$ cat config.mk
export PLATFORM = sky130hd
export DESIGN_NAME = prog_loader
export DESIGN_NICKNAME = d
export VERILOG_FILES = /design/src/rtl/prog_loader_pkg.sv /design/src/rtl/prog_loader.sv
export SDC_FILE = /design/constraint.sdc
export NUM_CORES = 1
export LEC_CHECK = 0
export CELL_PAD_IN_SITES_DETAIL_PLACEMENT = 0
export CELL_PAD_IN_SITES_GLOBAL_PLACEMENT = 1
export CORE_ASPECT_RATIO = 2
export CORE_MARGIN = 1
export CORE_UTILIZATION = 40
export DETAILED_ROUTE_END_ITERATION = 6
export GPL_TIMING_DRIVEN = 0
export PLACE_DENSITY = 0.77
export SYNTH_ARGS = -nofsm -noshare
export SYNTH_HDL_FRONTEND = slang
export SYNTH_SLANG_ARGS = --single-unit
$ cat constraint.sdc
create_clock -name clk -period 3.5 [get_ports clk]
set_clock_uncertainty 0.05 [all_clocks]
set_input_delay 0.7 -clock clk [delete_from_list [all_inputs] [get_ports clk]]
set_output_delay 0.7 -clock clk [all_outputs]
set_load 0.01 [all_outputs]
$ cat src/rtl/prog_loader_pkg.sv
// Shared definitions for the program loader: FSM state encoding, the
// word-count field width, and the running-checksum helper.
package prog_loader_pkg;

    // Width of the little-endian word-count field at the head of a frame.
    localparam int WORD_COUNT_W = 16;

    typedef enum logic [2:0] {
        S_LEN0 = 3'd0,
        S_LEN1 = 3'd1,
        S_DATA = 3'd2,
        S_CSUM = 3'd3,
        S_DONE = 3'd4,
        S_ERR  = 3'd5
    } loader_state_e;

    // Fold one accepted byte into the running XOR checksum.
    function automatic logic [7:0] csum_update(input logic [7:0] csum,
                                               input logic [7:0] data);
        return csum ^ data;
    endfunction

endpackage

$ cat src/rtl/prog_loader.sv
// Program loader: receives a framed byte stream (LEN0, LEN1, 4*N data bytes,
// XOR checksum), writes the assembled 32-bit words into instruction memory and
// holds the processor in reset until the frame has been verified.
//
// Ports:
//   clk, rst            - clock, synchronous active-high reset
//   rx_valid, rx_data   - byte-stream source
//   rx_ready            - loader accepts a byte this cycle
//   imem_we/addr/wdata  - instruction memory write port (one-cycle strobe)
//   cpu_rst             - processor reset, released only after a good load
//   done, error         - sticky load status
module prog_loader
    import prog_loader_pkg::*;
#(
    parameter int IMEM_WORDS = 256
) (
    input  logic        clk,
    input  logic        rst,
    input  logic        rx_valid,
    input  logic [7:0]  rx_data,
    output logic        rx_ready,
    output logic        imem_we,
    output logic [31:0] imem_addr,
    output logic [31:0] imem_wdata,
    output logic        cpu_rst,
    output logic        done,
    output logic        error
);

    localparam logic [WORD_COUNT_W:0] IMEM_WORDS_W = (WORD_COUNT_W + 1)'(IMEM_WORDS);

    loader_state_e            state_r, state_nxt_s;
    logic [1:0]               byte_cnt_r, byte_cnt_nxt_s;
    logic [WORD_COUNT_W-1:0]  word_idx_r, word_idx_nxt_s;
    logic [WORD_COUNT_W-1:0]  len_r, len_nxt_s;
    logic [23:0]              word_buf_r, word_buf_nxt_s;
    logic [7:0]               csum_r, csum_nxt_s;
    logic                     we_nxt_s;
    logic [31:0]              addr_nxt_s, wdata_nxt_s;
    logic                     accept_s;
    logic                     ready_s;
    logic [WORD_COUNT_W-1:0]  len_full_s;

    logic                     imem_we_r, done_r, error_r, cpu_rst_r;
    logic [31:0]              imem_addr_r, imem_wdata_r;

    // Ready is a pure state decode, gated by rst so it is low throughout reset
    // and high on the very first cycle after rst falls.
    always_comb begin
        ready_s = 1'b0;
        if (rst) begin
            ready_s = 1'b0;
        end else begin
            case (state_r)
                S_LEN0, S_LEN1, S_DATA, S_CSUM: ready_s = 1'b1;
                default:                        ready_s = 1'b0;
            endcase
        end
    end

    assign accept_s   = rx_valid & ready_s;
    assign len_full_s = {rx_data, len_r[7:0]};

    // Next-state, datapath and write-port decode.
    always_comb begin
        state_nxt_s    = state_r;
        byte_cnt_nxt_s = byte_cnt_r;
        word_idx_nxt_s = word_idx_r;
        len_nxt_s      = len_r;
        word_buf_nxt_s = word_buf_r;
        csum_nxt_s     = csum_r;
        we_nxt_s       = 1'b0;
        addr_nxt_s     = imem_addr_r;
        wdata_nxt_s    = imem_wdata_r;

        case (state_r)
            S_LEN0: begin
                if (accept_s) begin
                    len_nxt_s   = {8'h00, rx_data};
                    csum_nxt_s  = csum_update(csum_r, rx_data);
                    state_nxt_s = S_LEN1;
                end else begin
                    state_nxt_s = state_r;
                end
            end
            S_LEN1: begin
                if (accept_s) begin
                    len_nxt_s  = len_full_s;
                    csum_nxt_s = csum_update(csum_r, rx_data);
                    if (len_full_s == 16'd0) begin
                        state_nxt_s = S_CSUM;
                    end else if ({1'b0, len_full_s} > IMEM_WORDS_W) begin
                        state_nxt_s = S_ERR;
                    end else begin
                        state_nxt_s = S_DATA;
                    end
                end else begin
                    state_nxt_s = state_r;
                end
            end
            S_DATA: begin
                if (accept_s) begin
                    csum_nxt_s     = csum_update(csum_r, rx_data);
                    byte_cnt_nxt_s = byte_cnt_r + 2'd1;
                    case (byte_cnt_r)
                        2'd0: word_buf_nxt_s[7:0]   = rx_data;
                        2'd1: word_buf_nxt_s[15:8]  = rx_data;
                        2'd2: word_buf_nxt_s[23:16] = rx_data;
                        2'd3: begin
                            // Byte 3 completes the word; it goes straight to
                            // the registered write port, never to the buffer.
                            we_nxt_s       = 1'b1;
                            wdata_nxt_s    = {rx_data, word_buf_r};
                            addr_nxt_s     = {14'd0, word_idx_r, 2'b00};
                            word_idx_nxt_s = word_idx_r + 16'd1;
                            word_buf_nxt_s = 24'd0;
                        end
                        default: word_buf_nxt_s = 24'd0;
                    endcase
                    if ((byte_cnt_r == 2'd3) && (word_idx_r == (len_r - 16'd1))) begin
                        state_nxt_s = S_CSUM;
                    end else begin
                        state_nxt_s = S_DATA;
                    end
                end else begin
                    state_nxt_s = state_r;
                end
            end
            S_CSUM: begin
                if (accept_s) begin
                    if (rx_data == csum_r) begin
                        state_nxt_s = S_DONE;
                    end else begin
                        state_nxt_s = S_ERR;
                    end
                end else begin
                    state_nxt_s = state_r;
                end
            end
            S_DONE:  state_nxt_s = S_DONE;
            S_ERR:   state_nxt_s = S_ERR;
            default: state_nxt_s = S_ERR;
        endcase
    end

    // State register; status outputs are registered from the next state so
    // cpu_rst drops on the cycle right after the checksum byte is accepted.
    always_ff @(posedge clk) begin
        if (rst) begin
            state_r      <= S_LEN0;
            byte_cnt_r   <= 2'd0;
            word_idx_r   <= 16'd0;
            len_r        <= 16'd0;
            word_buf_r   <= 24'd0;
            csum_r       <= 8'd0;
            imem_we_r    <= 1'b0;
            imem_addr_r  <= 32'd0;
            imem_wdata_r <= 32'd0;
            done_r       <= 1'b0;
            error_r      <= 1'b0;
            cpu_rst_r    <= 1'b1;
        end else begin
            state_r      <= state_nxt_s;
            byte_cnt_r   <= byte_cnt_nxt_s;
            word_idx_r   <= word_idx_nxt_s;
            len_r        <= len_nxt_s;
            word_buf_r   <= word_buf_nxt_s;
            csum_r       <= csum_nxt_s;
            imem_we_r    <= we_nxt_s;
            imem_addr_r  <= addr_nxt_s;
            imem_wdata_r <= wdata_nxt_s;
            done_r       <= (state_nxt_s == S_DONE);
            error_r      <= (state_nxt_s == S_ERR);
            cpu_rst_r    <= (state_nxt_s != S_DONE);
        end
    end

    assign rx_ready   = ready_s;
    assign imem_we    = imem_we_r;
    assign imem_addr  = imem_addr_r;
    assign imem_wdata = imem_wdata_r;
    assign done       = done_r;
    assign error      = error_r;
    assign cpu_rst    = cpu_rst_r;

endmodule

# Yosys cells after proc, flatten, opt, wreduce, memory -nomap -nowiden
# Cells that the tools add are included.
[totals]
register_bits = 121
wordCells = 75
[op_classes]
n_addsub = 3
n_lt_le_gt_ge = 1
n_eq_ne = 14
mux = 18
bitwise = 5
reduce_logical = 19
[ops]
columns = ["cell", "count"]
rows = [
  ["$pmux W8 S2", 3],
  ["$mux W16", 2],
  ["$pmux W16 S2", 1],
  ["$mux W3", 6],
  ["$reduce_and A3 Y1", 6],
  ["$add A16 B1 Y16 const B", 1],
  ["$eq A16 B16 Y1", 1],
  ["$gt A16 B9 Y1 const B", 1],
  ["$logic_not A16 Y1", 1],
  ["$sub A16 B1 Y16 const B", 1],
  ["$pmux W3 S5", 1],
  ["$eq A3 B3 Y1 const B", 3],
  ["$eq A8 B8 Y1", 1],
  ["$reduce_bool A2 Y1", 4],
  ["$xor A8 B8 Y8", 1],
  ["$eq A3 B2 Y1 const B", 2],
  ["$reduce_or A3 Y1", 2],
  ["$mux W1", 5],
  ["$eq A2 B2 Y1 const B", 2],
  ["$ne A2 B2 Y1 const B", 2],
  ["$reduce_and A2 Y1", 2],
  ["$reduce_or A4 Y1", 1],
  ["$eq A3 B1 Y1 const B", 1],
  ["$logic_not A3 Y1", 1],
  ["other kinds (7)", 9],
]

# Logic depth before layout (Yosys ltp)
# Gate-level depths: netlist (run 1).
[logic_depth]
ltp_word = 8
mapped_depth = 8
mapped_depth_nobuf = 8

# Worst setup path after synthesis (run 1)
# No wires, ideal clock.
[synth_timing]
path_kind = "input to register"
startpoint = "in rst"
endpoint = "reg done_r, in the netlist done"
setup_ns = 0.116
arrival_ns = 2.519
setup_slack_ns = 0.815
stages = 6
n_path_buf = 0
cell_sequence = "nor3b_2 > o311ai_0 > or4_1 > or4_1 > or4_4 > and3_1"
[synth_via]
elab_chain_cells = 5
[synth_lines]
columns = ["element", "line_no", "rtl"]
rows = [
  ["from (decl)", "prog_loader.sv:18", "input logic rst,"],
  ["$mux W1", "prog_loader.sv:51", "if (rst) begin"],
  ["$and A1 B1 Y1", "prog_loader.sv:61", "assign accept_s = rx_valid & ready_s;"],
  ["$mux W3, on equally long branches", "n/a", ""],
  ["$pmux W3 S5", "prog_loader.sv:76", "case (state_r)"],
  ["$eq A3 B3 Y1", "prog_loader.sv:172", "done_r <= (state_nxt_s == S_DONE);"],
  ["to (signal assigned)", "prog_loader.sv:172", ""],
  ["to (decl)", "prog_loader.sv:44", "logic imem_we_r, done_r, error_r, cpu_rst_r;"],
]
# Several ways; a longest one is shown, not always the timed one.
# A chain may end at the register's enable or synchronous reset.

# Final worst setup path (run 1)
[layout_timing]
startpoint = "in rst"
endpoint = "out rx_ready"
[layout_via]
elab_chain_cells = 1
[layout_lines]
columns = ["element", "line_no", "rtl"]
rows = [
  ["$mux W1", "prog_loader.sv:51", ""],
  ["to (decl)", "prog_loader.sv:21", "output logic rx_ready,"],
]
# No other way between the ends.

==> impl_metrics.env, run 1 <==
export IMPL_outcome="complete, no violations"
export IMPL_area_delta_synth_final_pct=27.9
export IMPL_overflow=0
export IMPL_root_buffer="clkbuf_16"
export IMPL_internal_power_mw=2.84
export IMPL_whs_ps=401
export IMPL_io_pins=80
export IMPL_crit_path_max_fanout=19
export IMPL_final_nets=752
export IMPL_ys_types=51
export IMPL_core_sq_mm=0.0129
export IMPL_period_share=0.930
export IMPL_swShare=0.220
export IMPL_synth_area_per_cell_sq_um=8.16
export IMPL_initial_core_util=0.409
export IMPL_comb_power_share=0.068
export IMPL_fin_crit_ps=3250
export IMPL_wl_met3_um=650
export IMPL_grt_pass1_vias=4634
export IMPL_htreeDepth=4
export IMPL_drc=0
export IMPL_critPathSlowestCell="clkdlybuf4s50_1"
export IMPL_routed_wl_met2_um=8530
export IMPL_wl_met1_um=5560
export IMPL_hold_path_class="reg2reg"
export IMPL_ys_flop_type="dfxtp_1"
export IMPL_fin_tns_setup_ps=0
export IMPL_n_antenna_cell=0
export IMPL_crit_chain="clkdlybuf4s50_1 > clkbuf_2 > buf_2 > nor2_1 > clkdlybuf4s50_1"
export IMPL_setup_violations_final=0
export IMPL_drive_above_1_share=0.0801
export IMPL_clkSlewWorstSetupHoldPaths_ps=60
export IMPL_die_h_um=165
export IMPL_crit_path_start_kind="input pin"
export IMPL_clk_latency_ps=410
export IMPL_highest_layer="met4"
export IMPL_fin_cells=901
export IMPL_yosysTopAreaCell="dfxtp_1"
export IMPL_cpMostUsedCell="clkdlybuf4s50_1"
export IMPL_cap_viol_max_count=0
export IMPL_clock_sinks=121
export IMPL_seq_power_share=0.387
export IMPL_post_drt_wl_per_cell_um=17.1
export IMPL_endpoint_kind="primary output"
export IMPL_cts_buffers=17
export IMPL_pwr_density_cell_mw_per_mm2=539
export IMPL_drv_slew=0
export IMPL_num_rows=59
export IMPL_antenna_found_initial=0
export IMPL_hpwl_um=11500
export IMPL_peakVddDrop_v=0.000378
export IMPL_wirelength_um=15400
export IMPL_clockBufferDepth=2
export IMPL_via_count=4756
export IMPL_power_mw=3.64
export IMPL_arrival_ps=2500
export IMPL_yosys_warnings=0
export IMPL_cpPeakStageDelay_ps=530
export IMPL_synth_area_sq_mm=0.00528
export IMPL_critPathKind="in2out"
export IMPL_grt_max_degree=20
export IMPL_cts_tree="done"
export IMPL_drt_iter0_drc=249
export IMPL_cp_required_ps=2750
export IMPL_routabilityCongestion=0.900
export IMPL_timing_fmax_mhz=307
export IMPL_cts_resized=2
export IMPL_power_leakage_nw=2.44
export IMPL_final_antenna_net_count=0
export IMPL_synth_edf_count=0
export IMPL_switchingPower_mw=0.801
export IMPL_vias_per_cell=5.28
export IMPL_synth_area_leaders="dfxtp_1 (46%), nand2_1 (9.6%), a21oi_1 (7.5%), xor2_1 (4.8%), nor2_1 (4.1%)"
export IMPL_synth_seq_area_share=0.459
export IMPL_power_frac_clock=0.545
export IMPL_dieArea_sq_mm=0.0137
export IMPL_firstDrtPassIters=5
export IMPL_grt_pass1_wl_um=23900
export IMPL_relSlewSlack=0.460
export IMPL_worst_slew_pin_slew_ps=810
export IMPL_synth_common_cells="nand2_1 (135), dfxtp_1 (121), a21oi_1 (79), nor2_1 (58), clkbuf_1 (42)"
export IMPL_hold_viol_final=0
export IMPL_dp_cells=870
export IMPL_port_buffers=56
export IMPL_ys_ff_latch=121
export IMPL_cts_hold_buf=0
export IMPL_synth_top_area_share=0.459
export IMPL_grtUsageTotal=0.228
export IMPL_synthArstFlopShare=0
export IMPL_synth_cells=647
export IMPL_die_w_um=83.3
export IMPL_post_cts_buffers=0
export IMPL_grt_setup_unrepaired="no"
export IMPL_yosysMostFrequentCell="nand2_1"
-- cells by family (layout without fill, tap and decap cells) --
kind of cell | Yosys count | count (layout) | synth area share
and+or+nand+nor | 273 | 273 | 0.242
muxes | 4 | 4 | 0.00829
xor gates and xnor gates | 51 | 51 | 0.0846
adders and majority gates | 5 | 5 | 0.0118
other | 1 | 16 | 0.000710
DFF | 121 | 121 | 0.459
buffers and inverters | 68 | 155 | 0.0621
AOI/OAI and AO/OA | 124 | 124 | 0.132
-- registers in the layout, indices dropped and copies added (netlist names) --
register,flops
len_r,16
imem_wdata,32
imem_addr,16
word_idx_r,16
state_r,3
byte_cnt_r,2
csum_r,8
done,1
imem_we,1
word_buf_r,24
cpu_rst,1
error,1
-- critical path, delay by kind of cell --
| kind | cells | cell delay [ps] |
|---|---|---|
| buf+inv | 4 | 1710 |
| simple gates | 1 | 80 |
-- final timing paths --
path,cells after the start,slack (ps),startpoint,end
min,2,400,word_buf_r[20],imem_wdata[20]
min reg2reg,2,400,word_buf_r[20],imem_wdata[20]
max,5,250,rst,rx_ready
max reg2reg,8,400,len_r[0],done
-- cell type report --
cell class                 count  area [sq um]
fill                        1219          6160
multi-input combinational    473          2590
sequential                   121          2420
clock inverter                12           221
buffer                        61           304
clock buffer                  20           447
inverter                       6          22.5
tap                          152           190
timing repair buffer          56           561
-- layer usage --
layer	vias up	track usage
met1	2230	0.218
li1	2324	-
met4	0	0.143
met2	154	0.441
met5	-	0
met3	48	0.0420
-- layout by cell type, fill, tap and decap left out, types with 2 or more instances in the layout --
master and n:
nand2_1 135, dfxtp_1 121, a21oi_1 79, nor2_1 58, clkdlybuf4s50_1 56, clkbuf_1 42, xor2_1 29, xnor2_1 22
nand3_1 18, buf_4 17, a22oi_1 17, clkbuf_16 17, conb_1 16, o21ai_0 13, nor3b_1 9, and3_1 8
nor4_1 8, nand4_1 7, nor3_1 7, bufinv_16 6, inv_1 5, ha_1 5, or3_1 4, nand2b_1 3
o211ai_1 3, o21ai_1 3, clkinvlp_4 3, buf_2 2, nor4_4 2, a31oi_1 2, mux2_2 2, nor2b_1 2
or4_1 2, clkinv_2 2
-- through the flow --
stage / utilization / setup WS, ps / cell area [sq um]
global route: 0.523 / 157 / 6760
floorplan: - / 815 / 5340
detailed placement: 0.471 / -511 / 6090
finish: 0.523 / 246 / 6760
global placement: 0.471 / -467 / 6090
CTS: 0.523 / 228 / 6760
-- power groups by stage --
stage	clock network (mW)	registers, mW	logic [mW]
after global placement	0	1.44	0.243
after CTS	2.00	1.41	0.245
after floorplan	0	1.43	0.174
after global routing	2.07	1.41	0.266
after detailed placement	0	1.44	0.244
final	1.98	1.41	0.246
No activity file was read; power rests on OpenSTA's default activity.
==> run 2, diff against run 1 <==
- PLACE_DENSITY: 0.77 -> not set
- PLACE_DENSITY_LB_ADDON: not set -> 0.1
- SKIP_CTS_REPAIR_TIMING: not set -> 1
==> run 2 against run 1 <==
  * Clock power decreased by 9.6%
  * Design area down 0.81%
  * Power decreased by 5.4%
  * Utilization is 0.43 points lower
  * Highest routed layer unchanged
==> impl_metrics.env, run 2 (same netlist as run 1, synthesis figures left out) <==
export IMPL_die_w_um=83.3
export IMPL_area_delta_synth_final_pct=26.9
export IMPL_final_nets=753
export IMPL_startpoint="rst"
export IMPL_post_drt_wl_per_cell_um=17.1
export IMPL_outcome="complete, no violations"
export IMPL_grtUsageMet1=0.219
export IMPL_port_buffers=56
export IMPL_routabilityCongestion=0.959
export IMPL_clkSlewWorstSetupHoldPaths_ps=60
export IMPL_crit_path_max_fanout=10
export IMPL_timing_fmax_mhz=293
export IMPL_grtUsageTotal=0.232
export IMPL_drt_iter0_drc=156
export IMPL_holdPathStages=2
export IMPL_relSlewSlack=0.514
export IMPL_clock_sinks=121
export IMPL_grt_setup_unrepaired="no"
export IMPL_cpMostUsedCell="clkdlybuf4s50_1"
export IMPL_drv_slew=0
export IMPL_power_mw=3.44
export IMPL_power_leakage_nw=2.43
export IMPL_io_pins=80
export IMPL_worst_slew_pin_slew_ps=729
export IMPL_via_count=4733
export IMPL_clk_latency_ps=410
export IMPL_core_sq_mm=0.0129
export IMPL_arrival_ps=2670
export IMPL_drive_above_1_share=0.0827
export IMPL_htreeDepth=4
export IMPL_hpwl_um=11400
export IMPL_cp_num_buf_inv=5
export IMPL_path_delay_family="buffers and inverters"
export IMPL_initial_core_util=0.409
export IMPL_root_buffer="clkbuf_16"
export IMPL_critPathSlowestCell="clkdlybuf4s50_1"
export IMPL_n_antenna_cell=0
export IMPL_r2r_slack_ps=460
export IMPL_wirelength_um=15400
export IMPL_cts_buffers=17
export IMPL_setup_violations_final=0
export IMPL_overflow=0
export IMPL_antenna_found_initial=0
export IMPL_setup_slack_ps=83.9
export IMPL_r2r_cells=8
export IMPL_fin_crit_ps=3420
export IMPL_grt_util_met3=0.0490
export IMPL_layout_commonest_cell="nand2_1"
export IMPL_regToRegEndpoint="done"
export IMPL_final_antenna_net_count=0
export IMPL_firstDrtPassIters=5
export IMPL_vias_per_cell=5.25
export IMPL_endpoint_kind="primary output"
export IMPL_num_rows=59
export IMPL_fin_tns_setup_ps=0
export IMPL_cpPeakStageDelay_ps=540
export IMPL_nFillCells=1288
export IMPL_dieArea_sq_mm=0.0137
export IMPL_post_route_util=0.519
export IMPL_final_cell_mix="nand2_1 (135), dfxtp_1 (121), a21oi_1 (79), nor2_1 (58), clkdlybuf4s50_1 (56)"
export IMPL_r2r_start="len_r[0]"
export IMPL_grt_pass1_wl_um=24300
export IMPL_crit_path_start_kind="input pin"
export IMPL_clockBufferDepth=2
export IMPL_grt_max_degree=17
export IMPL_busiest_layer="met2"
export IMPL_cap_viol_max_count=0
export IMPL_whs_endpoint="imem_addr[10]"
export IMPL_peakVddDrop_v=0.000385
export IMPL_cts_tree="done"
export IMPL_cp_required_ps=2750
export IMPL_period_share=0.976
export IMPL_drc=0
export IMPL_largest_register_ffs=32
export IMPL_crit_chain="clkdlybuf4s50_1 > clkbuf_2 > buf_2 > clkbuf_4 > nor2_1 > clkdlybuf4s50_1"
export IMPL_grt_pass1_vias=4755
export IMPL_critPathKind="in2out"
export IMPL_hold_start="imem_addr[10]"
export IMPL_grtUsageMet2=0.468
export IMPL_detailedPlace_worstSlack_ps=-590
export IMPL_die_h_um=165
export IMPL_hold_viol_final=0
export IMPL_pwr_density_cell_mw_per_mm2=514
export IMPL_hold_path_class="reg2reg"
run 2: changes by cell type in the layout (fill, tap and decap cells not counted):
| cell | before | now |
|---|---|---|
| clkinvlp_4 | 3 | 1 |
| clkbuf_4 | 0 | 1 |
| clkinv_2 | 2 | 5 |
| clkinv_4 | 1 | 3 |
| clkbuf_1 | 42 | 41 |
| clkbuf_8 | 1 | 2 |
| bufinv_16 | 6 | 3 |
run 2: metal layers:
layer  vias to the layer above  share of wire
met5                         -              0
met4                         0          0.037
met3                        34          0.031
met2                       133           0.57
met1                      2244           0.36
li1                       2322              -
run 2: power breakdown:
group | internal (mW) | leakage, nW | switching [mW]
Combinational | 0.0942 | 1.15 | 0.155
Sequential | 1.39 | 0.977 | 0.0158
Clock | 1.15 | 0.300 | 0.632
Total | 2.64 | 2.43 | 0.802
run 2: layout make-up:
type,instances,area (sq um),area share
buffer,62,312,0.0465
tap,152,190,0.0284
inverter,6,22.5,0.00336
sequential,121,2420,0.362
clock inverter,12,149,0.0222
multi-input combinational,473,2590,0.386
clock buffer,20,457,0.0682
timing repair buffer,56,561,0.0837
run 2: per-stage QoR:
| stage | hold WS (ps) | instance area [sq um] | cells |
|---|---|---|---|
| 3_3_place_gp | 392 | 6090 | 870 |
| 3_5_place_dp | 396 | 6090 | 870 |
| 4_1_cts | 404 | 6690 | 902 |
| 5_1_grt | 419 | 6700 | 902 |
| 2_1_floorplan | 382 | 5340 | 662 |
| 6_report | 402 | 6700 | 902 |
run 2: worst min-delay path, cell delays in order, from the launching register on:
cell	delay, ps
dfxtp_1	310
nand2_1	50
a21oi_1	50
run 2: worst max-delay path by stage:
stage | slack, ps | depth (start not counted) | to
3_5_place_dp | -590 | 6 | rx_ready
3_3_place_gp | -560 | 6 | rx_ready
4_1_cts | -600 | 6 | rx_ready
2_1_floorplan | 820 | 6 | done
6_report | 80 | 6 | rx_ready
5_1_grt | 0.8 | 6 | rx_ready
==> patch 1, RTL diff (config.mk and constraints of run 2) <==
Take the reset off `word_buf_r`, `csum_r`, `imem_addr_r` and `imem_wdata_r` and load them in a clocked block of their own.
--- a/src/rtl/prog_loader.sv
+++ b/src/rtl/prog_loader.sv
@@ -152,9 +152,5 @@
             word_idx_r   <= 16'd0;
             len_r        <= 16'd0;
-            word_buf_r   <= 24'd0;
-            csum_r       <= 8'd0;
             imem_we_r    <= 1'b0;
-            imem_addr_r  <= 32'd0;
-            imem_wdata_r <= 32'd0;
             done_r       <= 1'b0;
             error_r      <= 1'b0;
@@ -165,13 +161,16 @@
             word_idx_r   <= word_idx_nxt_s;
             len_r        <= len_nxt_s;
-            word_buf_r   <= word_buf_nxt_s;
-            csum_r       <= csum_nxt_s;
             imem_we_r    <= we_nxt_s;
-            imem_addr_r  <= addr_nxt_s;
-            imem_wdata_r <= wdata_nxt_s;
             done_r       <= (state_nxt_s == S_DONE);
             error_r      <= (state_nxt_s == S_ERR);
             cpu_rst_r    <= (state_nxt_s != S_DONE);
         end
+    end
+
+    always_ff @(posedge clk) begin
+        word_buf_r   <= word_buf_nxt_s;
+        csum_r       <= csum_nxt_s;
+        imem_addr_r  <= addr_nxt_s;
+        imem_wdata_r <= wdata_nxt_s;
     end
 
Formal check against the unedited RTL: differs if rst is asserted again (counterexample within 10 cycles, from zero or initial values and one cycle with rst high); with rst held inactive, the same outputs for 10 cycles.
==> patch 1 against run 2 <==
- total power grew 2.0%
- critical path type is now primary input to flip-flop
- hold slack worse by 0.037 ns
- sequential cell count stayed put
- area after synthesis down 6.0%
- register-to-register slack improved by 0.30 ns
- combinational power down 9.2%
- utilization increased by 1.4 points
- final area shrank 3.7%
- critical path depth grew 1
- setup slack better by 0.28 ns
- routed wire length is 30% lower
- first-iteration DRC count is 16% lower
- count of clock-buffer cells in the layout shrank 3
==> patch 1: results (changes against run 2) <==
[global_route]
grt_max_degree=33  ; was 17
grt_pass1_wl_um=17100  ; was 24300 µm
gr-usage-all-layers_pct=18.4  ; was 23.2%
grt_pass1_vias=3300  ; was 4755
antenna_found_initial=0  ; unchanged

[placement]
pre_cts_slack_ns=-0.145  ; was -0.590 ns
place_area_um2=5860  ; was 6090 µm²
dpl.cell_count=624  ; was 870
place_congestion=0.817  ; was 0.959
numPortBuffers=63  ; was 56
dp_hpwl_um=7780  ; was 11400 µm

[clocking]
cts_root_buffer=clkbuf_16  ; unchanged
clock_latency_ns=0.41  ; about the same
path_clk_slew_ns=0.06  ; about the same
htree_levels=4  ; unchanged
clockBufferDepth=2  ; unchanged
cts_made_buffers=17  ; unchanged

[yosys]
yosysWarnings=0  ; unchanged
synth_area_leaders=edfxtp_1, dfxtp_1, xor2_1, xnor2_1, buf_4  ; was dfxtp_1, nand2_1, a21oi_1, xor2_1, nor2_1
ys_types=50  ; was 51
synth_common_cells=edfxtp_1, dfxtp_1, nor2_1, nand2_1, xor2_1  ; was nand2_1, dfxtp_1, a21oi_1, nor2_1, clkbuf_1
async_flop_share_pct=0  ; unchanged
synth-seq-area-share_pct=64.9  ; was 45.9%
synth_edf_count=80  ; was 0
synth.avg_cell_area_um2=12.5  ; was 8.16 µm²

[setup_path]
reg2reg_from=state_r[2]$_SDFF_PP0_  ; was len_r[0]$_SDFFE_PP0P_
ff2ff_setup_slack_ns=0.76  ; was 0.46 ns
cp_max_fo=26  ; was 10
slowest_delay_ns=0.75  ; was 0.54 ns
crit_slowest_cell=nor2_4  ; was clkdlybuf4s50_1
reg2reg_depth=6  ; was 8
r2r_end=word_idx_r[12]$_SDFFE_PP0P_  ; was done$_SDFF_PP0_
crit_arrival_ns=3.36  ; was 2.67 ns
crit_family=simple AND/OR/NAND/NOR gates  ; was buffers and inverters

[worst_hold_path]
hp-start=word_buf_r[7]$_DFFE_PP_  ; was imem_addr[10]$_SDFFE_PP0P_
whs_endpoint=imem_wdata[7]$_DFFE_PP_  ; was imem_addr[10]$_SDFFE_PP0P_
hold-path-cell-count=0  ; was 2
hp-class=flip-flop to flip-flop  ; unchanged

[finish]
drive_gt1_share_pct=13.0  ; was 8.27%
multi_input_area_um2=1580  ; was 2590 µm²
num-nets-final=512  ; was 753
largest_register_ffs=32  ; unchanged
antenna_cells=0  ; unchanged
fill_cells=1076  ; was 1288

[outcome]
outcome=complete, no violations  ; unchanged

[route]
via_per_inst=4.91  ; was 5.25
drc_errors=0  ; unchanged
routed_wl_um=10700  ; was 15400 µm
vias=3224  ; was 4733
dr.pass1.iters=4  ; was 5
drtIter0Drc=131  ; was 156

[power]
ir_drop_v=0.000396  ; was 0.000385 V
p_leak_uw=0.00233  ; was 0.00243 µW

[timing]
slew_headroom_pct=47.1  ; was 51.4%

patch 1: changes by cell type in the layout (fill, tap and decap cells not counted), sizes merged, moves of 17 or more:
cell	before	now
dfxtp	121	41
a22oi	17	0
clkbuf	62	27
nand2	135	26
a21oi	79	23
nor2	58	32
edfxtp	0	80
patch 1: worst reg2reg max path: stages, from the launching register on:
cell       delay (ns)
dfxtp_1          0.39
nand4bb_1        0.48
nor2_4           0.75
nand4_1          0.31
or3_1            0.43
xor2_1           0.15
nor2_1           0.05
patch 1: power by group:
part / switching [µW] / internal [µW]
clock: 676 / 1060
sequential: 16.0 / 1530
combinational: 128 / 98.2
patch 1: layout make-up:
cell class              count  share of cell area (%)
inverters                   9                   0.523
clock inverters            15                    2.60
plain buffers              30                    2.97
repair buffers             64                    10.1
flip-flops and latches    121                    49.9
well taps                 147                    2.85
multi-input cells         253                    24.4
clock buffers              17                    6.59
patch 1: layer usage:
metal  global-route usage, %  wire, µm  up-vias
met5                       0         0        -
met4                    10.3       407        0
met3                    4.36       309       25
met2                    34.1      6230       77
met1                    17.5      3780     1523
li1                        -         -     1599
patch 1: how the worst max path moves through the flow:
stage / start / endpoint / slack [ns] / depth (start not counted)
after global routing: rx_valid / word_idx_r[12]$_SDFFE_PP0P_ / 0.20 / 7
after CTS: rx_valid / word_idx_r[12]$_SDFFE_PP0P_ / 0.29 / 7
after floorplan: rst / word_idx_r[12]$_SDFFE_PP0P_ / 0.54 / 6
final: rx_valid / word_idx_r[12]$_SDFFE_PP0P_ / 0.36 / 7
after detailed placement: rx_valid / word_idx_r[12]$_SDFFE_PP0P_ / -0.14 / 7
after global placement: rst / word_idx_r[12]$_SDFFE_PP0P_ / -0.71 / 7
patch 1: kinds of logic after synthesis:
kind of cell | count (synthesis) | share of synthesized area (%)
buf+inv | 39 | 4.54
simple gates | 137 | 15.0
xor+xnor | 45 | 7.94
compound gates | 48 | 5.82
fa+ha+maj | 5 | 1.26
other cells | 1 | 0.0755
flops | 121 | 64.9
mux | 2 | 0.428
patch 1: per-stage QoR:
| stage | hold WS [ns] | power [µW] |
|---|---|---|
| 2_1_floorplan | 0.350 | 1730 |
| 3_3_place_gp | 0.351 | 1800 |
| 3_5_place_dp | 0.355 | 1800 |
| 4_1_cts | 0.365 | 3540 |
| 5_1_grt | 0.370 | 3630 |
| 6_report | 0.364 | 3510 |
==> patch 2, RTL diff (flow settings as in run 2) <==
Without the edit above. Set the parameter `IMEM_WORDS` to 192 (it was 256).
--- a/src/rtl/prog_loader.sv
+++ b/src/rtl/prog_loader.sv
@@ -13,5 +13,5 @@
     import prog_loader_pkg::*;
 #(
-    parameter int IMEM_WORDS = 256
+    parameter int IMEM_WORDS = 192
 ) (
     input  logic        clk,
Function: changed (a bounded check fails within 4 cycles, from zero or initial values and one cycle with rst high).
==> patch 2 against run 2 <==
- the run now ends with design-rule violations left
- register-to-register slack improved by 0.66 ns
- sequential cell count did not move
- critical path depth fell by 3
- final area rose by 1.3%
- sequential share of layout area fell by 0.48 points
- routed wire length fell by 2.0%
- cell count fell by 0.11%
- die area rose by 2.0%
- total power fell by 0.23%
- area after synthesis rose by 2.1%
- setup slack improved by 0.64 ns
- critical path type unchanged
- critical endpoint unchanged
- highest routed layer unchanged
==> patch 2: results (changes against run 2) <==
[yosys]
ys_types=56  ; was 51
synthMuxAreaShare_pct=0.186  ; was 0.829%
synth_compound_area_share_pct=13.0  ; was 13.2%
synth_xor_area_share_pct=9.35  ; was 8.46%
yosys.area_share.adder_pct=1.39  ; was 1.18%
synth.avg_cell_area_um2=8.33  ; was 8.16 µm²
synth-seq-area-share_pct=44.9  ; was 45.9%

[placement]
dp_hpwl_um=11100  ; was 11400 µm
numPortBuffers=55  ; was 56
place_area_um2=6190  ; was 6090 µm²
dpl.cell_count=869  ; was 870
place_congestion=0.888  ; was 0.959

[global_route]
grt_pass1_vias=4626  ; was 4755
grt_util_met2_pct=42.0  ; was 46.8%
grt_use_met1_pct=22.3  ; was 21.9%
grt_pass1_wl_um=23900  ; was 24300 µm
use_met3_pct=3.68  ; was 4.90%

[finish]
clkCellAreaFrac_pct=8.88  ; was 9.04%
postLayoutCellArea_um2=6790  ; was 6700 µm²
nClkBuffers=18  ; was 20
seq_cells=121  ; unchanged
seq_share_pct=35.7  ; was 36.2%
inverters=9  ; was 6
stdcell_count=901  ; was 902
area_share_nonclk_buffers_pct=13.5  ; was 13.0%
signal_buffers=126  ; was 118
multi_input_area_um2=2630  ; was 2590 µm²
drive_gt1_share_pct=10.7  ; was 8.27%

[route]
drc_errors=9  ; was 0
drtIter0Drc=238  ; was 156
wl_per_cell_um=16.8  ; was 17.1 µm
vias=4694  ; was 4733
dr.pass1.iters=7  ; was 5

[timing]
fmaxAchievable_ghz=0.360  ; was 0.293 GHz
tightest_slew_ns=0.867  ; was 0.729 ns
hold_slack_ns=0.401  ; was 0.402 ns

[setup_path]
reg2reg_depth=7  ; was 8
r2r_end=state_r[0]$_SDFF_PP0_  ; was done$_SDFF_PP0_
ff2ff_setup_slack_ns=1.12  ; was 0.46 ns

[power]
p_leak_uw=0.00239  ; was 0.00243 µW
ir_drop_v=0.000350  ; was 0.000385 V

[worst_hold_path]
whs_endpoint=imem_wdata[11]$_SDFFE_PP0P_  ; was imem_addr[10]$_SDFFE_PP0P_

[outcome]
violations=design-rule violations
outcome=finished, violations left  ; was complete, no violations

[floorplan]
die_x_um=84.1  ; was 83.3 µm

==> patch 2: changes by cell type in the layout (fill, tap and decap cells not counted), sizes merged, moves of 5 or more <==
cell | run 2 | this run
a22oi | 17 | 24
xor2 | 29 | 21
buf | 20 | 37
clkbuf | 62 | 52
inv | 6 | 11
nand3 | 18 | 8
nand2 | 135 | 130
nor3b | 10 | 4
and3 | 8 | 3
xnor2 | 22 | 34
a21oi | 79 | 71
nand3b | 0 | 8
==> patch 2: metal layers <==
metal	routed length, µm	share of wire (%)
met5	0	0
met1	5630	37
met3	354	2.3
met2	8460	56
met4	643	4.3
==> patch 2: tightest hold or removal path: stages (launching register included) <==
cell     delay [ns]
dfxtp_1        0.30
nand2_1        0.05
a21oi_1        0.05
==> patch 2: power breakdown <==
| part | switching, µW | internal, µW | total (µW) |
|---|---|---|---|
| sequential | 13.7 | 1390 | 1410 |
| clock | 667 | 1120 | 1790 |
| combinational | 148 | 88.5 | 237 |
